==> src/rtl/aska_npg_pkg.sv <==
// aska_npg_pkg: shared widths, register addresses and commit FSM states for
// the NPG configuration front end (aska_npg_cfg) and its ramp divider.
package aska_npg_pkg;

    localparam int AMP_W   = 6;
    localparam int FREQ_W  = 12;
    localparam int RF_W    = 10;
    localparam int PD_W    = 3;
    localparam int RAMP_W  = 6;
    localparam int ON_W    = 8;
    localparam int OFF_W   = 10;
    localparam int EL_W    = 3;
    localparam int FRAME_W = 16;
    localparam int DATA_W  = 12;

    localparam logic [3:0] ADDR_AMP  = 4'd0;
    localparam logic [3:0] ADDR_FREQ = 4'd1;
    localparam logic [3:0] ADDR_PD   = 4'd2;
    localparam logic [3:0] ADDR_RAMP = 4'd3;
    localparam logic [3:0] ADDR_ON   = 4'd4;
    localparam logic [3:0] ADDR_OFF  = 4'd5;
    localparam logic [3:0] ADDR_ELEC = 4'd6;
    localparam logic [3:0] ADDR_CTRL = 4'd7;

    typedef enum logic [1:0] {
        CFG_IDLE = 2'd0,
        CFG_DIV  = 2'd1,
        CFG_WAIT = 2'd2,
        CFG_LOAD = 2'd3
    } cfg_state_t;

    // Addresses 8-15 have no register behind them.
    function automatic logic addr_is_mapped(input logic [3:0] addr);
        return !addr[3];
    endfunction

endpackage

==> src/rtl/aska_npg_rdiv.sv <==
// aska_npg_rdiv: 10-by-6-bit sequential restoring divider producing ramp_factor,
// one quotient bit per clk, with the zero and minimum-of-one result rules applied.
module aska_npg_rdiv
    import aska_npg_pkg::*;
(
    input  logic              clk,
    input  logic              resetn,
    input  logic              start_i,
    input  logic [RF_W-1:0]   dividend_i,
    input  logic [AMP_W-1:0]  divisor_i,
    output logic              done_o,
    output logic [RF_W-1:0]   quotient_o
);

    localparam logic [3:0] LAST_STEP = 4'(RF_W - 1);

    logic [RF_W-1:0]  quo_q;
    logic [AMP_W-1:0] rem_q;
    logic [AMP_W-1:0] dvs_q;
    logic [3:0]       cnt_q;
    logic             run_q;
    logic             zero_q;

    logic [AMP_W:0]   rem_shift;
    logic             fits;
    logic [AMP_W-1:0] rem_d;

    // Remainder stays below the divisor, so the low bits of the subtraction are exact.
    assign rem_shift = {rem_q, quo_q[RF_W-1]};
    assign fits      = (rem_shift >= {1'b0, dvs_q});
    assign rem_d     = fits ? (rem_shift[AMP_W-1:0] - dvs_q) : rem_shift[AMP_W-1:0];

    always_ff @(posedge clk or negedge resetn) begin
        if (!resetn) begin
            quo_q  <= '0;
            rem_q  <= '0;
            dvs_q  <= '0;
            cnt_q  <= '0;
            run_q  <= 1'b0;
            zero_q <= 1'b1;
        end else if (start_i) begin
            quo_q  <= dividend_i;
            rem_q  <= '0;
            dvs_q  <= divisor_i;
            cnt_q  <= '0;
            run_q  <= 1'b1;
            zero_q <= (dividend_i == '0) || (divisor_i == '0);
        end else if (run_q) begin
            if (!zero_q) begin
                quo_q <= {quo_q[RF_W-2:0], fits};
                rem_q <= rem_d;
            end
            if (cnt_q == LAST_STEP) begin
                run_q <= 1'b0;
            end else begin
                cnt_q <= cnt_q + 4'd1;
            end
        end
    end

    // done marks the cycle of the final step; the quotient is valid from the next cycle.
    assign done_o     = run_q && (cnt_q == LAST_STEP);
    assign quotient_o = zero_q ? '0 : ((quo_q == '0) ? RF_W'(1) : quo_q);

endmodule

==> src/rtl/aska_npg_cfg.sv <==
// aska_npg_cfg: SPI-slave configuration front end that stages NPG parameters and
// loads them atomically between pulses. SPI readback: ASKA_NPG_CFG_READBACK_EN.
module aska_npg_cfg
    import aska_npg_pkg::*;
#(
    parameter int unsigned FREQ_RST    = 400,
    parameter int unsigned PD_RST      = 1,
    parameter int unsigned SYNC_STAGES = 2
) (
    input  logic              clk,
    input  logic              resetn,
    input  logic              sclk,
    input  logic              csn,
    input  logic              mosi,
    output logic              miso,
    input  logic              pulse_active,
    output logic [AMP_W-1:0]  amplitude,
    output logic [FREQ_W-1:0] freq,
    output logic [PD_W-1:0]   phaseDuration,
    output logic [RAMP_W-1:0] ramp,
    output logic [RF_W-1:0]   ramp_factor,
    output logic [ON_W-1:0]   ON_time,
    output logic [OFF_W-1:0]  OFF_time,
    output logic [EL_W-1:0]   electrode1,
    output logic [EL_W-1:0]   electrode2,
    output logic              enable,
    output logic              busy,
    output logic              cfg_err
);

    // ---------------- SPI input synchronisation ----------------
    logic [SYNC_STAGES-1:0] sclk_sync_q;
    logic [SYNC_STAGES-1:0] csn_sync_q;
    logic [SYNC_STAGES-1:0] mosi_sync_q;
    logic                   sclk_prev_q;
    logic                   csn_prev_q;
    logic                   sclk_s;
    logic                   csn_s;
    logic                   mosi_s;
    logic                   sclk_rise;
    logic                   csn_rise;
    logic                   csn_fall;

    // csn resets high so leaving reset with the bus idle creates no edge.
    always_ff @(posedge clk or negedge resetn) begin
        if (!resetn) begin
            sclk_sync_q <= '0;
            csn_sync_q  <= '1;
            mosi_sync_q <= '0;
            sclk_prev_q <= 1'b0;
            csn_prev_q  <= 1'b1;
        end else begin
            sclk_sync_q <= {sclk_sync_q[SYNC_STAGES-2:0], sclk};
            csn_sync_q  <= {csn_sync_q[SYNC_STAGES-2:0], csn};
            mosi_sync_q <= {mosi_sync_q[SYNC_STAGES-2:0], mosi};
            sclk_prev_q <= sclk_s;
            csn_prev_q  <= csn_s;
        end
    end

    assign sclk_s    = sclk_sync_q[SYNC_STAGES-1];
    assign csn_s     = csn_sync_q[SYNC_STAGES-1];
    assign mosi_s    = mosi_sync_q[SYNC_STAGES-1];
    assign sclk_rise = sclk_s & ~sclk_prev_q;
    assign csn_rise  = csn_s & ~csn_prev_q;
    assign csn_fall  = ~csn_s & csn_prev_q;

    // ---------------- Frame capture and decode ----------------
    logic [FRAME_W-1:0] shift_q;
    logic [4:0]         bit_cnt_q;
    logic               cfg_err_q;
    logic               busy_q;

    logic               frame_ok;
    logic [3:0]         frame_addr;
    logic [DATA_W-1:0]  frame_data;
    logic               is_ctrl;
    logic               wr_stage;
    logic               wr_ctrl;
    logic               commit_req;
    logic               commit_go;
    logic               err_d;

    always_ff @(posedge clk or negedge resetn) begin
        if (!resetn) begin
            shift_q   <= '0;
            bit_cnt_q <= '0;
            cfg_err_q <= 1'b0;
        end else begin
            if (csn_rise || csn_fall) begin
                bit_cnt_q <= '0;
            end else if (sclk_rise && !csn_s) begin
                shift_q   <= {shift_q[FRAME_W-2:0], mosi_s};
                bit_cnt_q <= bit_cnt_q + 5'd1;
            end
            cfg_err_q <= err_d;
        end
    end

    assign frame_ok   = csn_rise && (bit_cnt_q == 5'd16);
    assign frame_addr = shift_q[FRAME_W-1:DATA_W];
    assign frame_data = shift_q[DATA_W-1:0];
    assign is_ctrl    = (frame_addr == ADDR_CTRL);
    assign wr_stage   = frame_ok && addr_is_mapped(frame_addr) && !is_ctrl && !busy_q;
    assign wr_ctrl    = frame_ok && is_ctrl;
    assign commit_req = wr_ctrl && frame_data[1];
    assign commit_go  = commit_req && !busy_q;

    assign err_d = (csn_rise && (bit_cnt_q != 5'd16))
                 || (frame_ok && !addr_is_mapped(frame_addr))
                 || (frame_ok && addr_is_mapped(frame_addr) && !is_ctrl && busy_q)
                 || (commit_req && busy_q);

    // ---------------- Staging registers ----------------
    logic [AMP_W-1:0]  stg_amp_q;
    logic [FREQ_W-1:0] stg_freq_q;
    logic [PD_W-1:0]   stg_pd_q;
    logic [RAMP_W-1:0] stg_ramp_q;
    logic [ON_W-1:0]   stg_on_q;
    logic [OFF_W-1:0]  stg_off_q;
    logic [EL_W-1:0]   stg_el1_q;
    logic [EL_W-1:0]   stg_el2_q;
    logic              stg_en_q;

    always_ff @(posedge clk or negedge resetn) begin
        if (!resetn) begin
            stg_amp_q  <= '0;
            stg_freq_q <= FREQ_W'(FREQ_RST);
            stg_pd_q   <= PD_W'(PD_RST);
            stg_ramp_q <= '0;
            stg_on_q   <= '0;
            stg_off_q  <= '0;
            stg_el1_q  <= '0;
            stg_el2_q  <= '0;
            stg_en_q   <= 1'b0;
        end else begin
            if (wr_stage) begin
                case (frame_addr)
                    ADDR_AMP:  stg_amp_q  <= frame_data[AMP_W-1:0];
                    ADDR_FREQ: stg_freq_q <= frame_data[FREQ_W-1:0];
                    ADDR_PD:   stg_pd_q   <= frame_data[PD_W-1:0];
                    ADDR_RAMP: stg_ramp_q <= frame_data[RAMP_W-1:0];
                    ADDR_ON:   stg_on_q   <= frame_data[ON_W-1:0];
                    ADDR_OFF:  stg_off_q  <= frame_data[OFF_W-1:0];
                    ADDR_ELEC: begin
                        stg_el1_q <= frame_data[EL_W-1:0];
                        stg_el2_q <= frame_data[2*EL_W-1:EL_W];
                    end
                    default: ;
                endcase
            end
            if (wr_ctrl) begin
                stg_en_q <= frame_data[0];
            end
        end
    end

    // ---------------- Ramp divider ----------------
    logic            div_done;
    logic [RF_W-1:0] div_quot;

    aska_npg_rdiv u_rdiv (
        .clk        (clk),
        .resetn     (resetn),
        .start_i    (commit_go),
        .dividend_i ({stg_amp_q, 4'b0000}),
        .divisor_i  (stg_ramp_q),
        .done_o     (div_done),
        .quotient_o (div_quot)
    );

    // ---------------- Commit FSM and NPG output registers ----------------
    cfg_state_t        state_q;
    logic [AMP_W-1:0]  amp_q;
    logic [FREQ_W-1:0] freq_q;
    logic [PD_W-1:0]   pd_q;
    logic [RAMP_W-1:0] ramp_q;
    logic [RF_W-1:0]   rf_q;
    logic [ON_W-1:0]   on_q;
    logic [OFF_W-1:0]  off_q;
    logic [EL_W-1:0]   el1_q;
    logic [EL_W-1:0]   el2_q;
    logic              enable_q;

    always_ff @(posedge clk or negedge resetn) begin
        if (!resetn) begin
            state_q  <= CFG_IDLE;
            busy_q   <= 1'b0;
            amp_q    <= '0;
            freq_q   <= FREQ_W'(FREQ_RST);
            pd_q     <= PD_W'(PD_RST);
            ramp_q   <= '0;
            rf_q     <= '0;
            on_q     <= '0;
            off_q    <= '0;
            el1_q    <= '0;
            el2_q    <= '0;
            enable_q <= 1'b0;
        end else begin
            case (state_q)
                CFG_IDLE: begin
                    if (commit_go) begin
                        state_q <= CFG_DIV;
                        busy_q  <= 1'b1;
                    end
                end
                CFG_DIV: begin
                    if (div_done) begin
                        state_q <= CFG_WAIT;
                    end
                end
                CFG_WAIT: begin
                    if (!pulse_active) begin
                        state_q <= CFG_LOAD;
                    end
                end
                CFG_LOAD: begin
                    amp_q    <= stg_amp_q;
                    freq_q   <= stg_freq_q;
                    pd_q     <= stg_pd_q;
                    ramp_q   <= stg_ramp_q;
                    rf_q     <= div_quot;
                    on_q     <= stg_on_q;
                    off_q    <= stg_off_q;
                    el1_q    <= stg_el1_q;
                    el2_q    <= stg_el2_q;
                    enable_q <= stg_en_q;
                    state_q  <= CFG_IDLE;
                    busy_q   <= 1'b0;
                end
                default: begin
                    state_q <= CFG_IDLE;
                    busy_q  <= 1'b0;
                end
            endcase
            // Disabling stimulation must never wait for a commit, even one landing this cycle.
            if (wr_ctrl && !frame_data[0]) begin
                enable_q <= 1'b0;
            end
        end
    end

    assign amplitude     = amp_q;
    assign freq          = freq_q;
    assign phaseDuration = pd_q;
    assign ramp          = ramp_q;
    assign ramp_factor   = rf_q;
    assign ON_time       = on_q;
    assign OFF_time      = off_q;
    assign electrode1    = el1_q;
    assign electrode2    = el2_q;
    assign enable        = enable_q;
    assign busy          = busy_q;
    assign cfg_err       = cfg_err_q;

    // ---------------- Optional SPI readback ----------------
`ifdef ASKA_NPG_CFG_READBACK_EN
    logic [3:0]         rb_addr_q;
    logic [FRAME_W-1:0] rb_shift_q;
    logic [DATA_W-1:0]  rb_value;
    logic               sclk_fall;

    assign sclk_fall = ~sclk_s & sclk_prev_q;

    always_comb begin
        rb_value = '0;
        case (rb_addr_q)
            ADDR_AMP:  rb_value = DATA_W'(amp_q);
            ADDR_FREQ: rb_value = freq_q;
            ADDR_PD:   rb_value = DATA_W'(pd_q);
            ADDR_RAMP: rb_value = DATA_W'(ramp_q);
            ADDR_ON:   rb_value = DATA_W'(on_q);
            ADDR_OFF:  rb_value = DATA_W'(off_q);
            ADDR_ELEC: rb_value = DATA_W'({el2_q, el1_q});
            ADDR_CTRL: rb_value = DATA_W'({busy_q, enable_q});
            default:   rb_value = '0;
        endcase
    end

    // The word is captured at frame start so it cannot tear while shifting out.
    always_ff @(posedge clk or negedge resetn) begin
        if (!resetn) begin
            rb_addr_q  <= '0;
            rb_shift_q <= '0;
        end else begin
            if (csn_fall) begin
                rb_shift_q <= {4'b0000, rb_value};
            end else if (sclk_fall && !csn_s) begin
                rb_shift_q <= {rb_shift_q[FRAME_W-2:0], 1'b0};
            end
            if (frame_ok && addr_is_mapped(frame_addr)) begin
                rb_addr_q <= frame_addr;
            end
        end
    end

    assign miso = ~csn_s & rb_shift_q[FRAME_W-1];
`else
    assign miso = 1'b0;
`endif

endmodule

==> config.mk <==
export PLATFORM = sky130hd
export DESIGN_NAME = aska_npg_cfg
export DESIGN_NICKNAME = d
export VERILOG_FILES = /design/src/rtl/aska_npg_pkg.sv /design/src/rtl/aska_npg_rdiv.sv /design/src/rtl/aska_npg_cfg.sv
export SDC_FILE = /design/constraint.sdc
export NUM_CORES = 1
export LEC_CHECK = 0
export ABC_AREA = 1
export ABC_CLOCK_PERIOD_IN_PS = 5000
export BUFFER_PORTS_ARGS = -buffer_cell sky130_fd_sc_hd__buf_2
export CELL_PAD_IN_SITES_DETAIL_PLACEMENT = 1
export CELL_PAD_IN_SITES_GLOBAL_PLACEMENT = 1
export CORE_UTILIZATION = 46
export CTS_CLUSTER_SIZE = 30
export DETAILED_ROUTE_END_ITERATION = 12
export PLACE_DENSITY = 0.84
export SLEW_MARGIN = 20
export SYNTH_ARGS = -nofsm -noshare
export SYNTH_HDL_FRONTEND = slang
export SYNTH_SLANG_ARGS = --single-unit
==> constraint.sdc <==
create_clock -name clk -period 5 [get_ports clk]
set_clock_uncertainty 0.2 [all_clocks]
set_input_delay 0 -clock clk [delete_from_list [all_inputs] [get_ports clk]]
set_output_delay 0 -clock clk [all_outputs]
set_load 0.05 [all_outputs]
# == After elaboration in Yosys (flattened, before gate mapping) ==
# Cells that the tools add are included.
# word_totals
out_inout_bits,65
word_cells,134
input_bits,6
register_bits,175
# classes
n_mux,25
n_eq_ne,18
reduce_logical,45
magnitude_cmp,1
addsub,3
n_bitwise,7
# ops
cell,n
10-bit 2-to-1 mux,5
6-bit 2-to-1 mux,4
2-bit AND reduction,11
10-bit logical NOT,2
4-bit by 3-bit equality test with 1-bit output (second input constant),4
1-bit logical AND,14
4-bit 2-to-1 mux,3
5-bit 2-to-1 mux,2
2-bit inequality test (second input constant),5
4-bit by 2-bit equality test with 1-bit output (second input constant),2
2-bit one-hot mux with 4 select lines,1
2-bit nonzero test,4
7-bit by 6-bit >= comparator with 1-bit output,1
6-bit logical NOT,1
1-bit 2-to-1 mux,6
2-bit 2-to-1 mux,3
6-bit subtractor,1
5-bit by 1-bit adder with 5-bit output (second input constant),1
5-bit equality test (second input constant),1
1-bit logical NOT,5
1-bit logical OR,5
5-bit inequality test (second input constant),1
4-bit by 1-bit adder with 4-bit output (second input constant),1
2-bit equality test (second input constant),2
other kinds (9),14

# == Longest topological paths before layout ==
# Gate-level depths: netlist of run 1.
# logic_depth
depth_word,8
mapped_depth,12
ltp_nobuf,12

# == By module ==
# Synthesis of run 1 repeated with hierarchy kept, for this count alone.
# hier_totals
cells_unflattened,821
hier_area_um2,7504.7
# by_module_without_submodules
mod,instances,cells_each,seq_area_each_um2,area_per_inst_um2
aska_npg_cfg,1,600,3692.3,5795.6
aska_npg_rdiv,1,221,701.9,1709.1

# == Worst setup path after synthesis of run 1 ==
# Ideal clock, no wire load.
# synth_timing
kind,register -> register
from,register bit_cnt_q[0]
to,register state_q[0]
n_path_buf,1
setup_slack_ns,3.159
synth_period_minus_slack_ns,1.841
setup_ns,0.117
t_arrival_ns,1.525
required_time_ns,4.683
path_stages_with_launch,13
path_cell_list,dfrtp_1 inv_1 ha_1 nand2_1 inv_1 nand3_1 nor2_1 nand3_1 buf_2 nand2_1 nand2_1 nand2_1 nand2_1
# synth_between
elab_chain_len,7
# synth_rtl
item,line,rtl
from (decl),aska_npg_cfg.sv:70,logic [4:0] bit_cnt_q;
from (signal assigned),aska_npg_cfg.sv:94,bit_cnt_q <= bit_cnt_q + 5'd1;
5-bit equality test,aska_npg_cfg.sv:100,assign frame_ok = csn_rise && (bit_cnt_q == 5'd16);
1-bit logical AND,aska_npg_cfg.sv:100,
1-bit logical AND,aska_npg_cfg.sv:105,assign wr_ctrl = frame_ok && is_ctrl;
1-bit logical AND,aska_npg_cfg.sv:106,assign commit_req = wr_ctrl && frame_data[1];
1-bit logical AND,aska_npg_cfg.sv:107,assign commit_go = commit_req && !busy_q;
2-bit inequality test (no source line),--,
3-bit AND reduction (no source line),--,
to (signal assigned),aska_npg_cfg.sv:187,state_q <= CFG_IDLE;
to (signal assigned),aska_npg_cfg.sv:203,state_q <= CFG_DIV;
to (signal assigned),aska_npg_cfg.sv:209,state_q <= CFG_WAIT;
to (decl),aska_npg_cfg.sv:173,cfg_state_t state_q;
# No other way between the ends.
# A chain may end at the register's enable or synchronous reset.

# == Worst setup path in the final report of run 1 ==
# layout_timing
from,register bit_cnt_q[0]
to,register u_rdiv.quo_q[0]
# layout_between
elab_chain_len,7
elab_cells_between_ends,9
cone_classes,eq/ne (2); mux (1); reduce/logical (6)
# layout_rtl
item,line,rtl
5-bit equality test *,aska_npg_cfg.sv:100,
1-bit logical AND *,aska_npg_cfg.sv:100,
1-bit logical AND *,aska_npg_cfg.sv:105,
1-bit logical AND *,aska_npg_cfg.sv:106,
1-bit logical AND *,aska_npg_cfg.sv:107,
2-bit inequality test (no source line) / 2-bit nonzero test (equally long branches),--,
2-bit AND reduction (no source line),--,
to (signal assigned),aska_npg_rdiv.sv:42,quo_q <= dividend_i;
to (signal assigned),aska_npg_rdiv.sv:50,"quo_q <= {quo_q[RF_W-2:0], fits};"
to (decl),aska_npg_rdiv.sv:17,logic [RF_W-1:0] quo_q;
# Every way passes the cells marked *; elsewhere a longest branch is shown, timed or not.

==> results.md, run 1 <==
* Outcome: complete, no violations
* Crit-path max FO at 13
* Synth area leaders: dfrtp_1 57%, nand2_1 17%, dfstp_2 4.4%
* EDFF count, synth at 0
* Max Freq at 0.3688 GHz
* DIE AREA at 16190 µm²
* Gr usage total at between 20% and 30%
* Endpoint, Worst Hold: mosi_sync_q[0]
* WL per Instance at 16.40 µm
* Ys flop type: dfrtp_1
* Worst slew pin tran at 0.7662 ns
* CTS sink count at approximately 180
* Worst rel slew slack at between 40% and 50%
* Clk root buf: clkbuf_16
* Worst-Skew Late Latency at 0.43 ns
* Syn Inst Count at 804
* Unrepaired setup endpoints after global routing: false
* Tot Pwr at between 3 and 4 mW
* Fin crit share at 54.22%
* Routed vias at 5622
* DRC errors left at 0
* VDD IR-drop max at 0.2498 mV
* DP Area at 7732 µm²
* Switching share of power at 20.60%
* Layout cell share with drive strength beyond 1 at ~14%
* HPWL after detailed placement at 11.53 mm
* Largest net degree at the start of global routing at 62
* I/O pins at between 70 and 80
* Combinational group share of total power at 3.2%
* Synth-to-Final Area Change at 17.56%
* CTS tree: built
* Class of the worst hold path: input pin to register
* Post-synth top area share at a little under three fifths
* Cell taking the most area after synthesis: dfrtp_1
* Port Buf Inserts at 69
* Hold path start: mosi
* CTS H-tree lvls at 4
* DRT iter0 DRCs at 312
* Total wire length at between 15 and 20 mm
* Clock period minus worst slack at 2.711 ns
* # setup viols final at 0
* Clock Tree Buf Depth at 2
* Yosys reg bits at 175
* TNS Setup at 0 ns
* Max-slew violation count at 0
* Initial antenna violation count at 0
* Post-route cell area at 8484 µm²
* Initial Utilization at 47.30%
* Register-to-Register Path Depth at 11
* Layout Nets at 898
* Internal Pwr Total at approximately 2.4 mW
* Pwr dens at 355.0 nW/µm²
* TritonCTS buffer count at 17
* GR Overflow Total at 0
* Vias in the first global route at 6016
* Syn_nets at 826
* NetSw at roughly 0.62 mW
* Clock share of power at 48.8%
* DR vias/cell at approximately 5
* Warnings from Yosys at 0
* Mapped Avg Cell Area at 8.976 µm²
* Maxcap violations at 0
* # diodes at 0
* Die H at 127.3 µm
* Final hold vios at 0
* Die Wd at 127.3 µm
* Yosys cell types at 35
* Critical Path Start Type: register
* Reg2Reg Setup Slack at 2.29 ns
* CP arrival at 2.81 ns
* Reg2reg end: u_rdiv.quo_q[0]
* Reg power frac at between 40% and 50%
* Sequential area share after synthesis at 60.89%
* Worst EP required at approximately 5 ns
* DRT Pass-1 Iters at 4
* Final core occ at between 50 and 60%
* CP Capture Type: register
* Area of the core at 15260 µm²
* Reg2reg start: bit_cnt_q[0]
* Post-Syn Area at 7217 µm²
* First-pass GRT wire length at 30.71 mm
* Post-synth ARST share at 100.0%
* Crit Path Class: register to register
* Leakage at between 4 and 5 nW
* WHS at 0.01230 ns
* Worst Hold Depth at 2
* Routability cong. at 0.7828
* Antenna-violating nets left at 0
* FP Rows at between 40 and 50
* Reg clk slew, reported paths at 0.06 ns
critical path: stages (launching register included):
cell and delay, ns:
dfrtp_1 0.40, inv_1 0.10, ha_1 0.15, nand2_1 0.06, inv_1 0.07, nand3_1 0.12, nor2_1 0.23, nand3_1 0.46
nand2_1 0.31, inv_1 0.25, nand2_1 0.12, o21ai_0 0.10
per-stage QoR:
| stage | std cells | setup slack [ns] |
|---|---|---|
| floorplan | 804 | 3.159 |
| global placement | 1060 | 2.563 |
| detailed placement | 1060 | 2.426 |
| CTS | 1100 | 2.258 |
| global route | 1100 | 2.014 |
| finish | 1100 | 2.289 |
cell type report:
cell class                      instances  area, µm²
Multi-Input combinational cell        534       2437
Fill cell                            1801       6774
Inverter                               66      247.7
Timing Repair Buffer                   82      486.7
Clock buffer                           26      499.2
Clock inverter                          6      155.1
Tap cell                              211      264.0
Sequential cell                       175       4394
cells by family (layout without fill, tap and decap cells):
family | count (synthesis) | count (layout) | synth area share [%]
other cells | 1 | 1 | 0.05196
xor+xnor | 5 | 5 | 0.6068
compound gates | 103 | 103 | 7.576
flops | 175 | 175 | 60.89
simple gates | 409 | 409 | 22.63
buf+inv | 95 | 180 | 5.374
fa+ha+maj | 16 | 16 | 2.878
state kept, by name, summed over array words and instances (netlist names), 10 cells and up:
name          cells
OFF_time         10
shift_q          16
stg_freq_q       12
u_rdiv.quo_q     10
ramp_factor      10
freq             12
stg_off_q        10
power groups by stage:
| stage | sequential (mW) | combinational [mW] | clock (mW) |
|---|---|---|---|
| 3_3_place_gp | 1.47 | 0.0883 | 0 |
| 2_1_floorplan | 1.47 | 0.0324 | 0 |
| 4_1_cts | 1.44 | 0.0999 | 1.50 |
| 3_5_place_dp | 1.47 | 0.0907 | 0 |
| 6_report | 1.44 | 0.0970 | 1.47 |
| 5_1_grt | 1.45 | 0.110 | 1.55 |
routing by layer:
layer	track usage (%)	part of all wire, %	vias up
met5	0	0	-
met4	8.053	1.8	0
met3	4.899	2.4	26
met2	42.92	52	79
met1	30.71	44	2850
li1	-	-	2667
synthesized netlist by cell type, drive strengths merged, types with 3 or more instances:
| cell type | number |
|---|---|
| nand2 | 337 |
| dfrtp | 163 |
| o21ai | 90 |
| inv | 66 |
| nor2 | 28 |
| nand3 | 24 |
| buf | 18 |
| ha | 15 |
| dfstp | 12 |
| clkbuf | 11 |
| nand4 | 11 |
| a22o | 5 |
| a21oi | 4 |
| nor3 | 4 |
| xor2 | 4 |
| or2 | 3 |
layout by cell type, fill, tap and decap left out, types with 2 or more instances in the layout:
master / Yosys / layout
nand2_1: 335 / 335
dfrtp_1: 163 / 163
buf_2: 10 / 68
inv_1: 65 / 64
o21ai_1: 48 / 48
o21ai_0: 42 / 42
nor2_1: 26 / 26
nand3_1: 24 / 24
clkbuf_16: 0 / 17
ha_1: 15 / 14
dfstp_2: 12 / 12
nand4_1: 10 / 10
dlygate4sd3_1: 0 / 7
a22o_1: 5 / 5
bufinv_16: 0 / 5
clkbuf_1: 11 / 5
buf_4: 3 / 5
xor2_1: 4 / 4
nor3_1: 4 / 4
clkbuf_8: 0 / 4
a21oi_1: 3 / 3
or2_2: 3 / 3
inv_2: 1 / 2
nand2_2: 2 / 2
worst max path at each step:
stage                     cells after the start              end         start
after floorplan                              12       state_q[0]  bit_cnt_q[0]
after global placement                        6   ramp_factor[3]    state_q[0]
after detailed placement                     11  u_rdiv.quo_q[0]  bit_cnt_q[0]
after CTS                                    11  u_rdiv.quo_q[0]  bit_cnt_q[0]
after global routing                         11  u_rdiv.quo_q[0]  bit_cnt_q[0]
final                                        11  u_rdiv.quo_q[0]  bit_cnt_q[0]
what timing repair did:
action,CTS,global route
hold endpoints to repair,63,0
setup buffers,0,0
gates resized for setup,0,0
hold buffers,8,0
(Power assumes the default switching activity.)
==> run 2, diff against run 1 <==
--- a/config.mk
+++ b/config.mk
@@ -6,14 +6,14 @@
 export NUM_CORES = 1
 export LEC_CHECK = 0
 export ABC_AREA = 1
-export ABC_CLOCK_PERIOD_IN_PS = 5000
+export ABC_CLOCK_PERIOD_IN_PS = 2200
 export BUFFER_PORTS_ARGS = -buffer_cell sky130_fd_sc_hd__buf_2
 export CELL_PAD_IN_SITES_DETAIL_PLACEMENT = 1
 export CELL_PAD_IN_SITES_GLOBAL_PLACEMENT = 1
-export CORE_UTILIZATION = 46
+export CORE_UTILIZATION = 41
 export CTS_CLUSTER_SIZE = 30
 export DETAILED_ROUTE_END_ITERATION = 12
-export PLACE_DENSITY = 0.84
+export PLACE_DENSITY = 0.79
 export SLEW_MARGIN = 20
 export SYNTH_ARGS = -nofsm -noshare
 export SYNTH_HDL_FRONTEND = slang
==> constraint.sdc (replaced) <==
create_clock -name clk -period 2.2 [get_ports clk]
set_clock_uncertainty 0.2 [all_clocks]
set_input_delay 0 -clock clk [delete_from_list [all_inputs] [get_ports clk]]
set_output_delay 0 -clock clk [all_outputs]
set_load 0.05 [all_outputs]
==> results.md, run 2 (same netlist as run 1, synthesis figures left out) <==
* Worst slew pin tran at 0.5752 ns (-0.1910 ns)
* Most frequent cells in the layout: 331 x nand2_1, 163 x dfrtp_1, 68 x buf_2
* Worst EP required at 2.31 ns (-2.79 ns)
* FP Rows at 48 (+6.7%)
* Largest Register: shift_q
* WL per Instance at 16.05 µm (-2.1%)
* # diodes at 0 (unchanged)
* Post-route cell area at 8681 µm² (+2.3%)
* DRC errors left at 0 (unchanged)
* Maxcap violations at 0 (unchanged)
* Hold path start: sclk_sync_q[0]
* Worst-Skew Late Latency at 0.43 ns (about the same)
* Total wire length at 18.12 mm (+0.46%)
* Gr usage total at 21.51% (-3.1 points)
* CP arrival at 2.18 ns (-0.63 ns)
* Clock Tree Buf Depth at 2 (unchanged)
* Pwr dens at 756.5 nW/µm² (+110%)
* CTS H-tree lvls at 4 (unchanged)
* Met2 WL at 9.322 mm (-0.89%)
* DRT Pass-1 Iters at 4 (unchanged)
* Reg clk slew, reported paths at 0.06 ns (about the same)
* Initial Utilization at 41.87% (-5.4 points)
* Area of the core at 17240 µm² (+13%)
* CTS sink count at 175 (unchanged)
* Largest register FFs at 16 (unchanged)
* Antenna-violating nets left at 0 (unchanged)
* Initial antenna violation count at 0 (unchanged)
* Fin crit share at 94.36% (+40 points)
* DP Area at 7895 µm² (+2.1%)
* Crit Path Class: register to register
* DR vias/cell at 4.965 (-2.9%)
* Routability cong. at 0.8035 (+2.6%)
* Crit-path max FO at 20 (+7)
* Max-slew violation count at 0 (unchanged)
* Clock period minus worst slack at 2.076 ns (-0.6353 ns)
* Max Freq at 0.4817 GHz (+31%)
* CTS tree: built
* Worst rel slew slack at 61.65% (+13 points)
* TNS Setup at 0 ns (unchanged)
* CP Capture Type: register
* Layout cell share with drive strength beyond 1 at 16.92% (+2.8 points)
* I/O pins at 71 (unchanged)
* Tot Pwr at 6.567 mW (+120%)
* Commonest non-fill, non-tap cell in the layout: nand2_1
* Synth-to-Final Area Change at 20.28%
* First-pass GRT wire length at 30.10 mm (-2.0%)
* Die H at 134.7 µm (+5.8%)
* Class of the worst hold path: register to register
* Reg2reg start: csn_sync_q[1]
* Routed wl met3 at 456 µm (+4.8%)
* GR Overflow Total at 0 (unchanged)
* Top Layer Used: met4
* Vias in the first global route at 6035 (+0.32%)
* Port Buf Inserts at 69 (unchanged)
* Largest net degree at the start of global routing at 52 (-16%)
* M1 wire length at 8.044 mm (+2.2%)
* Clk root buf: clkbuf_16
* Routed vias at 5605 (-0.30%)
* Final hold vios at 0 (unchanged)
* # setup viols final at 0 (unchanged)
* VDD IR-drop max at 0.5643 mV (+130%)
* Final core occ at 50.36% (-5.2 points)
* Die Wd at 134.7 µm (+5.8%)
* DIE AREA at 18140 µm² (+12%)
* CP Launch Point: csn_sync_q[1]
* HPWL after detailed placement at 11.93 mm (+3.5%)
* Layout Nets at 913 (+1.7%)
* TritonCTS buffer count at 17 (unchanged)
* Outcome: complete, no violations
* Critical Path Start Type: register
* DRT iter0 DRCs at 311 (-0.32%)
* Leakage at 4.593 nW (+2.3%)
## run 2: stage by stage
step / worst slack [ns] / hold WS [ns] / instances
after floorplan: 0.3588 / -0.4956 / 804
after global placement: 0.1332 / -0.2194 / 1085
after detailed placement: 0.03423 / -0.2113 / 1085
after CTS: 0.02069 / 0.1564 / 1127
after global routing: -0.007850 / 0.1638 / 1129
final: 0.1241 / 0.1509 / 1129
## run 2: final cells by class
class	instances	area, µm²
fill	2002	8556
sequential	175	4394
multi-input combinational	534	2482
timing repair buffer	97	671.9
clock buffer	20	466.7
tap	225	281.5
inverter	66	250.2
clock inverter	12	133.9
## run 2: worst paths after layout
path / end / slack, ns / cells after the start
max in group asynchronous: stg_off_q[2] / 0.92 / 4
worst max-delay path: stg_off_q[9] / 0.12 / 10
worst max register to register: stg_off_q[9] / 0.12 / 10
min in group asynchronous: stg_pd_q[0] / 0.51 / 3
worst min register to register: sclk_sync_q[1] / 0.15 / 0
worst min-delay path: sclk_sync_q[1] / 0.15 / 0
## run 2: per-layer routing
layer | global-route usage, % | vias up
met5 | 0 | -
met3 | 4.317 | 23
met1 | 26.50 | 2810
met2 | 37.69 | 73
met4 | 7.179 | 0
li1 | - | 2699
## run 2: power breakdown
group	switching [mW]	leakage, nW	total [mW]	internal, mW
Clock	1.28	0.298	3.05	1.77
Sequential	0.0250	2.39	3.28	3.26
Combinational	0.188	1.91	0.237	0.0492
## run 2: timing repair
action / CTS / global route
endpoints found under the hold margin: 176 / 0
pin swaps: 0 / 2
buffers inserted: 0 / 2
resized for setup: 1 / 13
setup endpoints to repair: 1 / 69
hold buffers: 10 / 0
## run 2: worst max-delay path, stage by stage, from the launching register on
cell,delay (ns)
dfstp_2,0.54
ha_1,0.22
nand3_4,0.12
nor2_4,0.13
nand2_1,0.09
nor2_4,0.13
buf_12,0.13
nand2_2,0.07
buf_12,0.16
nand2_1,0.09
o21ai_1,0.08
